<file path="src/rtl/ledg_sched_pkg.sv">
// Shared types and constants for the green-LED scheduler and its tick generator.
package ledg_sched_pkg;

    typedef enum logic [1:0] {
        IDLE = 2'd0,
        GNT0 = 2'd1,
        GNT1 = 2'd2
    } state_t;

    localparam int HOLD_W = 8;

    localparam logic [9:0] SCAN_INIT   = 10'b0000000111;
    localparam logic [9:0] SCAN_TURN_R = 10'b0111000000;
    localparam logic [9:0] SCAN_TURN_L = 10'b0000001110;

    // One scanner step: dir=0 rotates toward the MSB, dir=1 toward the LSB.
    function automatic logic [9:0] scan_step(input logic [9:0] s, input logic dir);
        return dir ? {s[0], s[9:1]} : {s[8:0], s[9]};
    endfunction

endpackage

</file>
<file path="src/rtl/ledg_tick_gen.sv">
// Free-running prescaler: oTICK pulses for one cycle every TICK_DIV clocks.
module ledg_tick_gen #(
    parameter int TICK_DIV = 2097152
) (
    input  logic iCLK,
    input  logic iRST_n,
    output logic oTICK
);

    localparam int CW = (TICK_DIV > 2) ? $clog2(TICK_DIV) : 1;
    localparam logic [CW-1:0] LAST = CW'(TICK_DIV - 1);

    logic [CW-1:0] cnt_q;
    logic [CW-1:0] cnt_d;

    always_comb begin
        cnt_d = (cnt_q == LAST) ? '0 : cnt_q + 1'b1;
    end

    always_ff @(posedge iCLK or negedge iRST_n) begin
        if (!iRST_n) begin
            cnt_q <= '0;
        end else begin
            cnt_q <= cnt_d;
        end
    end

    assign oTICK = (cnt_q == LAST);

endmodule

</file>
<file path="src/rtl/ledg_scheduler.sv">
// Round-robin time-sharing of the 10-bit green LED bank with an idle bar scanner.
// The scanner exists only when LEDG_SCHED_IDLE_SCAN_EN is defined; otherwise idle LEDs are dark.
module ledg_scheduler
    import ledg_sched_pkg::*;
#(
    parameter int TICK_DIV   = 2097152,
    parameter int HOLD_TICKS = 16
) (
    input  logic       iCLK,
    input  logic       iRST_n,
    input  logic [1:0] iREQ,
    input  logic [9:0] iPAT0,
    input  logic [9:0] iPAT1,
    output logic [1:0] oGNT,
    output logic [9:0] oLED,
    output logic       oTICK
);

    localparam logic [HOLD_W-1:0] HOLD_LOAD = HOLD_W'(HOLD_TICKS);
`ifdef LEDG_SCHED_IDLE_SCAN_EN
    localparam logic [9:0] LED_RST = SCAN_INIT;
`else
    localparam logic [9:0] LED_RST = 10'b0;
`endif

    logic tick;

    ledg_tick_gen #(.TICK_DIV(TICK_DIV)) u_tick (
        .iCLK  (iCLK),
        .iRST_n(iRST_n),
        .oTICK (tick)
    );

    state_t            state_q, state_d;
    logic [1:0]        gnt_q, gnt_d;
    logic [9:0]        led_q, led_d;
    logic [HOLD_W-1:0] hold_q, hold_d;
    logic              rr_last_q, rr_last_d;
    logic              do_grant, new_owner, owner;
    logic [9:0]        idle_led;
`ifdef LEDG_SCHED_IDLE_SCAN_EN
    logic [9:0]        scan_q, scan_d;
    logic              dir_q, dir_d;
`endif

    always_comb begin
        state_d   = state_q;
        gnt_d     = gnt_q;
        led_d     = led_q;
        hold_d    = hold_q;
        rr_last_d = rr_last_q;
        do_grant  = 1'b0;
        new_owner = 1'b0;
        owner     = (state_q == GNT1);
`ifdef LEDG_SCHED_IDLE_SCAN_EN
        scan_d    = scan_q;
        dir_d     = dir_q;
        idle_led  = scan_q;
`else
        idle_led  = 10'b0;
`endif

        if (tick && (hold_q != '0)) begin
            hold_d = hold_q - 1'b1;
        end

        case (state_q)
            IDLE: begin
                if (iREQ != 2'b00) begin
                    do_grant  = 1'b1;
                    new_owner = (iREQ == 2'b11) ? ~rr_last_q : iREQ[1];
                end else begin
`ifdef LEDG_SCHED_IDLE_SCAN_EN
                    // Direction is decided from the pre-shift value; the shift uses the old dir.
                    if (tick) begin
                        if (scan_q == SCAN_TURN_R) begin
                            dir_d = 1'b1;
                        end else if (scan_q == SCAN_TURN_L) begin
                            dir_d = 1'b0;
                        end
                        scan_d = scan_step(scan_q, dir_q);
                    end
                    led_d = scan_d;
`else
                    led_d = 10'b0;
`endif
                end
            end
            GNT0, GNT1: begin
                if ((hold_q == '0) && iREQ[~owner]) begin
                    do_grant  = 1'b1;
                    new_owner = ~owner;
                end else if ((hold_q == '0) && !iREQ[owner]) begin
                    state_d = IDLE;
                    gnt_d   = 2'b00;
                    led_d   = idle_led;
                end else begin
                    led_d = owner ? iPAT1 : iPAT0;
                end
            end
            default: begin
                state_d = IDLE;
                gnt_d   = 2'b00;
                led_d   = idle_led;
            end
        endcase

        // A fresh grant reloads the hold count outright, overriding any tick decrement.
        if (do_grant) begin
            state_d   = new_owner ? GNT1 : GNT0;
            gnt_d     = new_owner ? 2'b10 : 2'b01;
            led_d     = new_owner ? iPAT1 : iPAT0;
            hold_d    = HOLD_LOAD;
            rr_last_d = new_owner;
        end
    end

    always_ff @(posedge iCLK or negedge iRST_n) begin
        if (!iRST_n) begin
            state_q   <= IDLE;
            gnt_q     <= 2'b00;
            led_q     <= LED_RST;
            hold_q    <= '0;
            rr_last_q <= 1'b1;
`ifdef LEDG_SCHED_IDLE_SCAN_EN
            scan_q    <= SCAN_INIT;
            dir_q     <= 1'b0;
`endif
        end else begin
            state_q   <= state_d;
            gnt_q     <= gnt_d;
            led_q     <= led_d;
            hold_q    <= hold_d;
            rr_last_q <= rr_last_d;
`ifdef LEDG_SCHED_IDLE_SCAN_EN
            scan_q    <= scan_d;
            dir_q     <= dir_d;
`endif
        end
    end

    assign oGNT  = gnt_q;
    assign oLED  = led_q;
    assign oTICK = tick;

endmodule

</file>
<file path="config.mk">
export PLATFORM = sky130hd
export DESIGN_NAME = ledg_scheduler
export DESIGN_NICKNAME = d
export VERILOG_FILES = /design/src/rtl/ledg_sched_pkg.sv /design/src/rtl/ledg_tick_gen.sv /design/src/rtl/ledg_scheduler.sv
export SDC_FILE = /design/constraint.sdc
export NUM_CORES = 1
export LEC_CHECK = 0
export BUFFER_PORTS_ARGS = -buffer_cell sky130_fd_sc_hd__buf_4
export CAP_MARGIN = 20
export CORE_ASPECT_RATIO = 0.5
export CORE_MARGIN = 5
export CORE_UTILIZATION = 34
export DETAILED_ROUTE_END_ITERATION = 10
export GPL_ROUTABILITY_DRIVEN = 0
export PLACE_DENSITY = 0.54
export SYNTH_ARGS = -nofsm -noshare
export SYNTH_HDL_FRONTEND = slang
export SYNTH_SLANG_ARGS = --single-unit
</file>
<file path="constraint.sdc">
create_clock -name iCLK -period 2.4 [get_ports iCLK]
set_input_delay 0.36 -clock iCLK [delete_from_list [all_inputs] [get_ports iCLK]]
set_output_delay 0.36 -clock iCLK [all_outputs]
set_load 0.02 [all_outputs]
</file>
### Yosys cells after proc, flatten, opt, wreduce, memory -nomap -nowiden

Cells that the tools add are included.

* add/subtract/negate cells: 2
* multiply operators: 0
* div/mod/pow operators: 0
* $lt $le $gt $ge: 2
* equality and inequality tests: 8
* shift operators: 0
* mux-type cells: 26
* bitwise logic cells: 2
* reductions and logical operators: 12

Operators with widths (count)
* 2-to-1 mux 10 bit: 6
* adder 21 x 1 -> 21 bit (second input constant): 1
* == test 21 bit (second input constant): 1
* 2-to-1 mux 21 bit: 1
* case mux 10 bit (2 select lines): 1
* 2-to-1 mux 8 bit: 2
* 2-to-1 mux 1 bit: 9
* != test 3 bit (second input constant): 3
* logical NOT 8 bit: 1
* 2-to-1 mux 2 bit: 4
* nonzero test 8 bit: 1
* subtractor 8 x 1 -> 8 bit (second input constant): 1
* == test 2 bit (second input constant): 2
* < comparator 1 x 2 -> 1 bit (second input constant): 2
* case mux 1 bit (2 select lines): 2
* case mux 2 bit (2 select lines): 1
* nonzero test 2 bit: 2
* logical AND 1 bit: 3
* AND reduction 3 bit: 1
* == test 2 x 1 -> 1 bit (second input constant): 1
* logical NOT 2 bit: 1
* != test 2 bit (second input constant): 1
* NOT 1 bit: 2
* AND reduction 2 bit: 1
* 2 further kinds: 2

* bits in registers: 42
* bits in latches: 0
* bits in writable memories: 0
* ROM bits: 0
* input port bits: 24
* output and inout bits: 13
* word-level logic and storage cells: 57
* memories kept: 0

### Logic depth before layout (Yosys ltp)

Gate-level depths: netlist of the first run.

* depth in word-level cells: 9
* depth in mapped cells: 8
* depth with buffers taken out: 7

### Cells and area by module

From an unflattened synthesis of the first run, not the netlist that was laid out.

* cells, all modules: 252
* area, all modules: 2483.6 µm²

Modules (own cells, without submodules)
* ledg_scheduler: instances 1, cells an instance 159, area an instance 1471.4 µm², sequential area each 526.8 µm²
* ledg_tick_gen: instances 1, cells an instance 93, area an instance 1012.2 µm², sequential area each 525.5 µm²

### Worst setup path before layout of the first run

No wires, ideal clock.

* path type: reg2reg
* start point: register oGNT[0] (netlist name)
* end point: register led_q[0] (netlist: oLED[0])
* setup time: 0.143 ns
* arrival: 1.968 ns
* data required time: 2.257 ns
* path slack: 0.289 ns
* stages on the path, launching flop included: 8
* buffers on the path: 1
* period minus slack after synthesis: 2.111 ns
* path through: dfrtp_1 inv_1 ha_1 mux2_2 a41oi_1 or2_2 clkbuf_1 o221ai_1

RTL lines
* to (signal assigned): RTL line ledg_scheduler.sv:132 `led_q <= led_d;`
* to (decl): RTL line ledg_scheduler.sv:36 `logic [9:0] led_q, led_d;`

### Final worst setup path of the first run

* start point: register u_tick.cnt_q[0]
* end point: output port oTICK

* longest elaborated chain between the ends: 1

RTL lines
* from (decl): RTL line ledg_tick_gen.sv:13 `logic [CW-1:0] cnt_q;`
* from (signal assigned): RTL line ledg_tick_gen.sv:24 `cnt_q <= cnt_d;`
* == test 21 bit: RTL line ledg_tick_gen.sv:28 `assign oTICK = (cnt_q == LAST);`
* to (decl): RTL line ledg_scheduler.sv:16 `output logic oTICK`

Every way passes these cells.

==> results of run 1 <==
repair_timing:
action / in CTS / in global routing
gates resized for setup: 0 / 2
endpoints found under the setup margin: 0 / 1
buffers inserted: 0 / 3
hold buffers: 0 / 0
flip-flops by register name (all words and copies together) (netlist names):
register	flops
rr_last_q	1
u_tick.cnt_q	21
oLED	10
hold_q	8
oGNT	2
synth_stat cells (4+ instances only):
| library cell | number | share of area [%] |
|---|---|---|
| nand3_1 | 10 | 2.2 |
| dfrtp_1 | 41 | 44 |
| xor2_1 | 11 | 4.2 |
| xnor2_1 | 9 | 3.4 |
| mux2i_1 | 20 | 8.6 |
| o221ai_1 | 10 | 3.8 |
| nand4_1 | 7 | 1.9 |
| nand2_1 | 22 | 3.6 |
| o21ai_0 | 4 | 0.86 |
| nor2_1 | 20 | 3.2 |
| ha_1 | 5 | 2.7 |
| inv_1 | 9 | 1.5 |
cell usage in the layout (no fill, tap or decap), drive strengths merged, types with 2 or more instances in the layout:
master and count:
clkbuf 5, nor2 21, o221ai 10, mux2i 20, and2 2, xor2 11
nor4 3, or3 2, ha 5, or4 4, nand3 10, inv 9
bufinv 2, nor3 3, and3 4, dfrtp 41, buf 45, and4 2
xnor2 9, nand4 9, o31ai 3, o21ai 6, nor2b 3, a21oi 3
nand2 22
critical path: stages, from the launching register on:
cell and delay, ns:
dfrtp_1 0.38, ha_1 0.20, and3_2 0.24, nor4b_4 0.26, buf_6 0.19, nand4_1 0.17
inv_1 0.09, buf_4 0.13
per-stage QoR:
step	total power, uW	worst slack (ns)	area, um^2
after detailed placement	1760	0.258	2720
after global placement	1750	0.277	2720
after global routing	2760	-0.00485	2950
final	2620	0.105	2950
after floorplan	1420	0.289	2320
after CTS	2660	0.0127	2920
power breakdown:
part	switching (uW)	leakage (uW)	internal, uW	total, uW
registers	63.4	0.000547	815	878
logic	476	0.000668	382	857
clock network	283	0.0000940	598	881
per-layer routing:
metal | vias up | GRT usage (%) | share of wire, %
li1 | 901 | - | -
met1 | 911 | 15.3 | 48
met2 | 21 | 22.7 | 48
met3 | 4 | 3.35 | 3.2
met4 | 0 | 4.14 | 0.98
met5 | - | 0 | 0
layout make-up:
| type | count | area, um^2 | area share [%] |
|---|---|---|---|
| multi-input cells | 165 | 1200 | 40.6 |
| clock buffers | 5 | 125 | 4.25 |
| clock inverters | 3 | 68.8 | 2.34 |
| repair buffers | 45 | 354 | 12.0 |
| well taps | 92 | 115 | 3.91 |
| flip-flops and latches | 42 | 1050 | 35.7 |
| inverters | 9 | 33.8 | 1.15 |
logic make-up (layout without fill, tap and decap cells):
| group | count (synthesis) | in the layout | share of synthesized area, % |
|---|---|---|---|
| fa+ha+maj | 5 | 5 | 2.70 |
| xor+xnor | 20 | 20 | 7.55 |
| mux | 21 | 21 | 9.12 |
| compound gates | 29 | 29 | 10.2 |
| buf+inv | 16 | 62 | 3.13 |
| flops | 42 | 42 | 45.4 |
| simple gates | 90 | 90 | 22.0 |
final timing paths:
kind | slack (ns) | from | depth (start not counted) | end
setup / recovery | 0.10 | u_tick.cnt_q[0] | 7 | oTICK
hold / removal | 0.07 | iRST_n | 1 | hold_q[6]
setup reg to reg | 0.26 | hold_q[0] | 8 | oLED[1]
hold reg to reg | 0.49 | oLED[1] | 2 | oLED[1]
max in group asynchronous | 1.94 | iRST_n | 1 | rr_last_q
min in group iCLK | 0.41 | iPAT0[9] | 3 | oLED[9]
==> run_results.csv, run 1 <==
group,metric,value,unit
outcome,status,"finished, final reports clean",
final_layout,n_antenna_cell,0,
routing,detail_route.first_pass.iterations,5,
sta,setup_tns,0,ns
logic_synthesis,syn_area_per_cell,10.4,um^2
clock_network,clkSlewWorstSetupHoldPaths,0.06,ns
die,chipHeight,68.4,um
critical_path,crit_type,"flop to primary output",
place,dp_hpwl,3630,um
clock_network,root_buffer,"clkbuf_16",
critical_path,start_kind,"flop",
critical_path,cp_max_fo,10,
flow_run,cap_violations,0,
logic_synthesis,synth_edf_count,0,
clock_network,cts_tree,"built",
routing,drc,0,
grt,grt_pass1_wl,8740,um
die,fp.dieArea,0.00867,mm^2
grt,grt_max_degree,43,
clock_network,clockBufferDepth,2,
logic_synthesis,async_reset_ff_share,100,%
routing,wirelength,5190,um
power,leakage,0.00131,uW
final_layout,layout-drive-gt1-share,24.9,%
power,cellPowerDensity,889,mW/mm^2
logic_synthesis,synth_fp_nets,252,
sta,maxSlewHeadroom,63.4,%
clock_network,numCtsBuffers,5,
sta,fin_hold_ws,0.0675,ns
grt,antenna_found_initial,0,
routing,post_drt_wl_per_cell,14.4,um
routing,via_count,1837,
clock_network,cts.htree.levels,2,
place,placement.io_buffers,36,
place,dpl.cell_count,350,
logic_synthesis,yosysSeqAreaShare,45.4,%
critical_path,worstPathRequired,2.04,ns
logic_synthesis,ys.flop_type,"dfrtp_1",
sta,maxSlewViolCount,0,
final_layout,nNetsFinal,297,
sta,setup_viol,0,
final_layout,post-route-util,44.3,%
die,ios,37,
logic_synthesis,synthDistinctLibCells,50,
critical_path,end_kind,"primary output",
die,dieWidth,127,um
die,start_util,34.9,%
grt,grt_pass1_vias,1840,
power,ir_drop,0.000328,V
clock_network,clk_latency,0.28,ns
critical_path,critical_path_arrival,1.94,ns
sta,tightest_slew,0.549,ns
logic_synthesis,netlist_area,0.00232,mm^2
worst_hold_path,hold_class,"input port to asynchronous set/reset pin",
logic_synthesis,synth_cells,223,
final_layout,fillCellCount,611,
die,core,0.00665,mm^2
sta,fmax,436,MHz
sta,period_share,95.6,%
final_layout,syn_to_final_growth,27.0,%
sta,period_needed,2.30,ns
routing,postRouteAntennaNets,0,
clock_network,cts.sinks,42,
routing,drt_iter0_drc,105,
routing,viasPerCell,5.09,
die,rows,21,
final_layout,instances_no_fill,361,
logic_synthesis,ys_seq_elements,42,
grt,overflow,0,
logic_synthesis,yosysWarnings,0,
sta,fin_skew,0.00803,ns
sta,finalHoldViolations,0,
grt,grt_util_all_layers,12.7,%
Power figures use the tool's default switching activity.
==> inputs of run 2 (changes only) <==
--- a/config.mk
+++ b/config.mk
@@ -9,10 +9,10 @@
 export CAP_MARGIN = 20
 export CORE_ASPECT_RATIO = 0.5
 export CORE_MARGIN = 5
-export CORE_UTILIZATION = 34
+export CORE_UTILIZATION = 56
 export DETAILED_ROUTE_END_ITERATION = 10
 export GPL_ROUTABILITY_DRIVEN = 0
-export PLACE_DENSITY = 0.54
+export PLACE_DENSITY = 0.8
 export SYNTH_ARGS = -nofsm -noshare
 export SYNTH_HDL_FRONTEND = slang
 export SYNTH_SLANG_ARGS = --single-unit
==> run 2 against run 1 <==
  * Cell count is 11% lower
  * Combinational power is 2% lower
  * Routed wire length is 5.6% lower
  * Critical path type unchanged
  * Total power is 13% lower
  * Maximum frequency is 1.3% higher
  * Global-route usage is 5.5 points higher
  * Clock skew is 0.0046 ns lower
  * Sequential cell count stayed put
  * Critical path depth stayed put
  * Via count is 0.82% lower
==> run_results.csv, run 2 (synthesis results as in run 1) <==
group,metric,value,unit
routing,postRouteAntennaNets,0,
final_layout,n_antenna_cell,0,
routing,wirelength,4900,um
power,power.internal,1490,uW
worst_hold_path,hold_class,"input port to asynchronous set/reset pin",
critical_path,critical_path_arrival,1.91,ns
sta,maxSlewViolCount,0,
grt,grt_max_degree,43,
place,placement.io_buffers,36,
routing,via_count,1822,
clock_network,clkSlewWorstSetupHoldPaths,0.08,ns
clock_network,root_buffer,"clkbuf_8",
die,core,0.00394,mm^2
critical_path,slowest_stage,"dfrtp_1",
routing,viasPerCell,5.64,
die,ios,37,
final_layout,post-route-util,70.9,%
sta,period_needed,2.27,ns
clock_network,cts.sinks,42,
flow_run,cap_violations,0,
clock_network,clk_latency,0.29,ns
place,dp_hpwl,3450,um
sta,maxSlewHeadroom,57.0,%
final_layout,layout-drive-gt1-share,24.2,%
critical_path,worstPathRequired,2.04,ns
power,netSwitchingFraction,34.2,%
place,dpl.cell_count,311,
grt,grt_pass1_vias,1798,
final_layout,mostFrequentLayoutCell,"buf_4",
critical_path,crit_type,"flop to primary output",
clock_network,cts_tree,"built",
routing,highest_layer,"met4",
die,start_util,58.8,%
sta,finalHoldViolations,0,
critical_path,start_kind,"flop",
final_layout,regMostFlops,"u_tick.cnt_q",
clock_network,numCtsBuffers,5,
routing,detail_route.first_pass.iterations,4,
critical_path,cp_max_fo,6,
die,rows,16,
power,clockPowerShare,24.2,%
sta,period_share,94.4,%
grt,grt_util_all_layers,18.2,%
sta,tightest_slew,0.639,ns
die,chipHeight,55.5,um
power,leakage,0.00127,uW
grt,grt_pass1_wl,8220,um
critical_path,path_cells,"ha_1, and3_2, nor4b_4, buf_6, nand4_1, inv_1, buf_4",
critical_path,end_kind,"primary output",
routing,drt_iter0_drc,73,
grt,antenna_found_initial,0,
routing,drt-met1-wl,2250,um
power,ir_drop,0.000380,V
die,fp.dieArea,0.00561,mm^2
power,power_frac_comb,37.2,%
power,pwr-share-seq,38.6,%
routing,dr_wl_met2,2280,um
die,dieWidth,101,um
critical_path,slowest_delay,0.39,ns
sta,setup_viol,0,
outcome,status,"finished, final reports clean",
power,cellPowerDensity,812,mW/mm^2
routing,post_drt_wl_per_cell,15.2,um
routing,routed-wl-met3,298,um
grt,overflow,0,
final_layout,instances_no_fill,323,
clock_network,cts.htree.levels,2,
final_layout,syn_to_final_growth,20.6,%
final_layout,nNetsFinal,297,
clock_network,clockBufferDepth,2,
power,p_sw,777,uW
routing,drc,0,
sta,fmax,441,MHz
sta,fin_skew,0.00348,ns
final_layout,largest_reg_flops,21,
final_layout,most-common-layout-cells,"44 x buf_4, 41 x dfrtp_1, 22 x nand2_1",
[run 2: cell types whose count changed in the layout (fill, tap and decap cells not counted)]
cell,previous run,this run
buf_4,43,44
clkbuf_8,0,5
buf_12,1,0
bufinv_16,2,1
clkinv_4,1,0
clkbuf_16,5,0
clkbuf_1,0,2
[run 2: path summary, 6_finish.rpt]
kind | start | endpoint | slack (ns) | cells past startpoint
max | u_tick.cnt_q[0] | oTICK | 0.13 | 7
min | iRST_n | u_tick.cnt_q[18] | 0.04 | 1
max reg2reg | hold_q[0] | oLED[7] | 0.26 | 8
min reg2reg | u_tick.cnt_q[14] | u_tick.cnt_q[14] | 0.50 | 1
max in group asynchronous | iRST_n | rr_last_q | 1.99 | 1
min in group iCLK | iPAT0[8] | oLED[8] | 0.40 | 3
[run 2: metal layers]
| layer | vias to the layer above | global-route usage, % |
|---|---|---|
| met4 | 0 | 7.58 |
| met3 | 6 | 4.52 |
| met5 | - | 0 |
| li1 | 895 | - |
| met2 | 51 | 28.3 |
| met1 | 870 | 24.2 |
[run 2: power groups by stage]
stage	clock [uW]	sequential (uW)	combinational, uW
2_1_floorplan	0	989	431
3_3_place_gp	0	886	830
3_5_place_dp	0	890	848
4_1_cts	558	877	849
5_1_grt	585	886	905
6_report	551	877	844
[run 2: layout make-up]
class                      instances  area [um^2]
tap                               54         67.6
inverter                           9         33.8
fill                             288         1150
timing repair buffer              45          342
clock buffer                       7         76.3
sequential                        42         1050
clock inverter                     1         30.0
multi-input combinational        165         1200
[run 2: what timing repair did]
action	in CTS	in global routing
setup buffers	0	4
gates resized for setup	0	2
hold buffers	0	0
hold endpoints to repair	0	0
setup endpoints to repair	0	1
[run 2: critical path: cells and delay by family (launching register included)]
kind	cells	cell delay, ns
adder cells (fa/ha/maj)	1	0.19
buffers and inverters	3	0.39
AND/OR/NAND/NOR	3	0.64
flip-flops	1	0.39
[run 2: stage by stage]
stage	setup TNS (ns)	power [uW]	setup slack, ns	hold slack, ns	area [um^2]
finish	0	2270	0.134	0.0382	2800
global route	-0.00309	2380	-0.00309	0.0839	2800
CTS	0	2280	0.0181	0.0531	2760
detailed placement	0	1740	0.289	0.376	2660
global placement	0	1720	0.318	0.370	2660
floorplan	0	1420	0.289	0.0644	2320
==> inputs of run 3 (changes only) <==
--- a/config.mk
+++ b/config.mk
@@ -7,9 +7,11 @@
 export LEC_CHECK = 0
 export BUFFER_PORTS_ARGS = -buffer_cell sky130_fd_sc_hd__buf_4
 export CAP_MARGIN = 20
+export CELL_PAD_IN_SITES_DETAIL_PLACEMENT = 1
+export CELL_PAD_IN_SITES_GLOBAL_PLACEMENT = 1
 export CORE_ASPECT_RATIO = 0.5
 export CORE_MARGIN = 5
-export CORE_UTILIZATION = 56
+export CORE_UTILIZATION = 44
 export DETAILED_ROUTE_END_ITERATION = 10
 export GPL_ROUTABILITY_DRIVEN = 0
 export PLACE_DENSITY = 0.8
==> run 3 against run 2 <==
  * Combinational power is 2% higher
  * Non-clock buffer count rose by 1
  * Global-route usage is 0.25 points lower
  * Critical path type unchanged
==> run_results.csv, run 3 (synthesis results as in run 1) <==
group,metric,value,unit
place,dp_hpwl,4350,um
clock_network,clockBufferDepth,2,
clock_network,cts.sinks,42,
critical_path,worst-r2r-setup-slack,0.19,ns
die,dieWidth,113,um
routing,detail_route.first_pass.iterations,4,
sta,tightest_slew,0.757,ns
critical_path,end_kind,"primary output",
routing,postRouteAntennaNets,0,
flow_run,cap_violations,0,
grt,grt_util_all_layers,17.9,%
clock_network,cts_hold_buf,0,
final_layout,mostFrequentLayoutCell,"buf_4",
critical_path,rr_worst_depth,8,
sta,fin_skew,0.0119,ns
final_layout,fillCellCount,567,
critical_path,critical_path_arrival,1.90,ns
die,start_util,46.2,%
sta,setup_viol,0,
worst_hold_path,hold_class,"input port to asynchronous set/reset pin",
die,ios,37,
critical_path,start_kind,"flop",
clock_network,cts.htree.levels,2,
critical_path,cp_max_fo,4,
final_layout,syn_to_final_growth,21.3,%
sta,period_share,94.1,%
routing,post_drt_wl_per_cell,17.1,um
power,cellPowerDensity,791,mW/mm^2
critical_path,worstReg2RegEnd,"oLED[3]",
clock_network,root_buffer,"clkbuf_8",
grt,grt_pass1_wl,9530,um
clock_network,clk_latency,0.30,ns
die,rows,18,
routing,wirelength,5820,um
die,chipHeight,61.3,um
clock_network,cts_tree,"built",
die,core,0.00502,mm^2
place,placement.io_buffers,36,
place,place_ws,0.215,ns
grt,grt_max_degree,43,
clock_network,clkSlewWorstSetupHoldPaths,0.08,ns
critical_path,r2r_start,"hold_q[0]",
final_layout,largest_reg_flops,21,
routing,viasPerCell,5.52,
power,ir_drop,0.000365,V
critical_path,crit_type,"flop to primary output",
grt,overflow,0,
sta,maxSlewViolCount,0,
sta,fin_hold_ws,0.0319,ns
critical_path,worstPathRequired,2.04,ns
die,fp.dieArea,0.00691,mm^2
outcome,status,"finished, final reports clean",
sta,finalHoldViolations,0,
final_layout,regMostFlops,"u_tick.cnt_q",
clock_network,numCtsBuffers,5,
grt,antenna_found_initial,0,
routing,via_count,1877,
routing,drt_iter0_drc,61,
sta,layout_setup_ws,0.142,ns
final_layout,n_antenna_cell,0,
sta,fmax,443,MHz
final_layout,nNetsFinal,298,
sta,period_needed,2.26,ns
final_layout,layout-drive-gt1-share,25.2,%
grt,grt_pass1_vias,1963,
routing,drc,0,
final_layout,most-common-layout-cells,"46 x buf_4, 41 x dfrtp_1, 22 x nand2_1",
power,leakage,0.00126,uW
sta,maxSlewHeadroom,49.1,%
[run 3: worst max-delay path by stage]
stage | startpoint | to | slack (ns) | cells after the start
after floorplan | oGNT[0] | oLED[0] | 0.29 | 7
after global placement | hold_q[3] | oLED[4] | 0.27 | 5
after detailed placement | hold_q[3] | oLED[1] | 0.22 | 5
after CTS | u_tick.cnt_q[0] | oTICK | 0.06 | 7
after global routing | u_tick.cnt_q[0] | oTICK | -0.03 | 7
final | u_tick.cnt_q[0] | oTICK | 0.14 | 7
[run 3: per-stage QoR]
stage / cell area (um^2) / utilization, % / setup TNS [ns] / total power (uW) / std cells
6_report: 2810 / 56.0 / 0 / 2230 / 340
5_1_grt: 2810 / 56.0 / -0.0327 / 2360 / 340
4_1_cts: 2790 / 55.6 / 0 / 2250 / 338
3_5_place_dp: 2690 / 53.6 / 0 / 1770 / 329
3_3_place_gp: 2690 / 53.6 / 0 / 1730 / 329
2_1_floorplan: 2320 / - / 0 / 1420 / 223
[run 3: where the power goes]
part	internal, uW	switching [uW]
registers	814	65.0
clock network	231	251
logic	375	489
[run 3: repair_timing]
action / CTS / global route
setup buffers: 1 / 2
pin swaps: 0 / 0
hold endpoints to repair: 0 / 0
gates resized for setup: 0 / 1
endpoints found under the setup margin: 1 / 1
[run 3: final cells by class]
type	count	area [um^2]	area share, %
inverter	9	33.8	1.20
tap	70	87.6	3.11
multi-input combinational	165	1200	42.6
clock buffer	6	82.6	2.93
clock inverter	2	12.5	0.445
sequential	42	1050	37.4
timing repair buffer	46	345	12.3
[run 3: layer usage]
metal	part of all wire [%]	wire length, um	up-vias	global-route usage (%)
met5	0	0	-	0
met4	1.9	112	0	8.05
met3	4.7	274	12	3.93
met2	51	2960	39	34.6
met1	42	2470	935	19.7
li1	-	-	891	-
[run 3: critical path: stages (launching register included)]
cell	delay [ns]
dfrtp_1	0.40
ha_1	0.21
and3_4	0.22
nor4b_4	0.23
buf_4	0.18
nand4_1	0.14
inv_1	0.09
buf_4	0.13
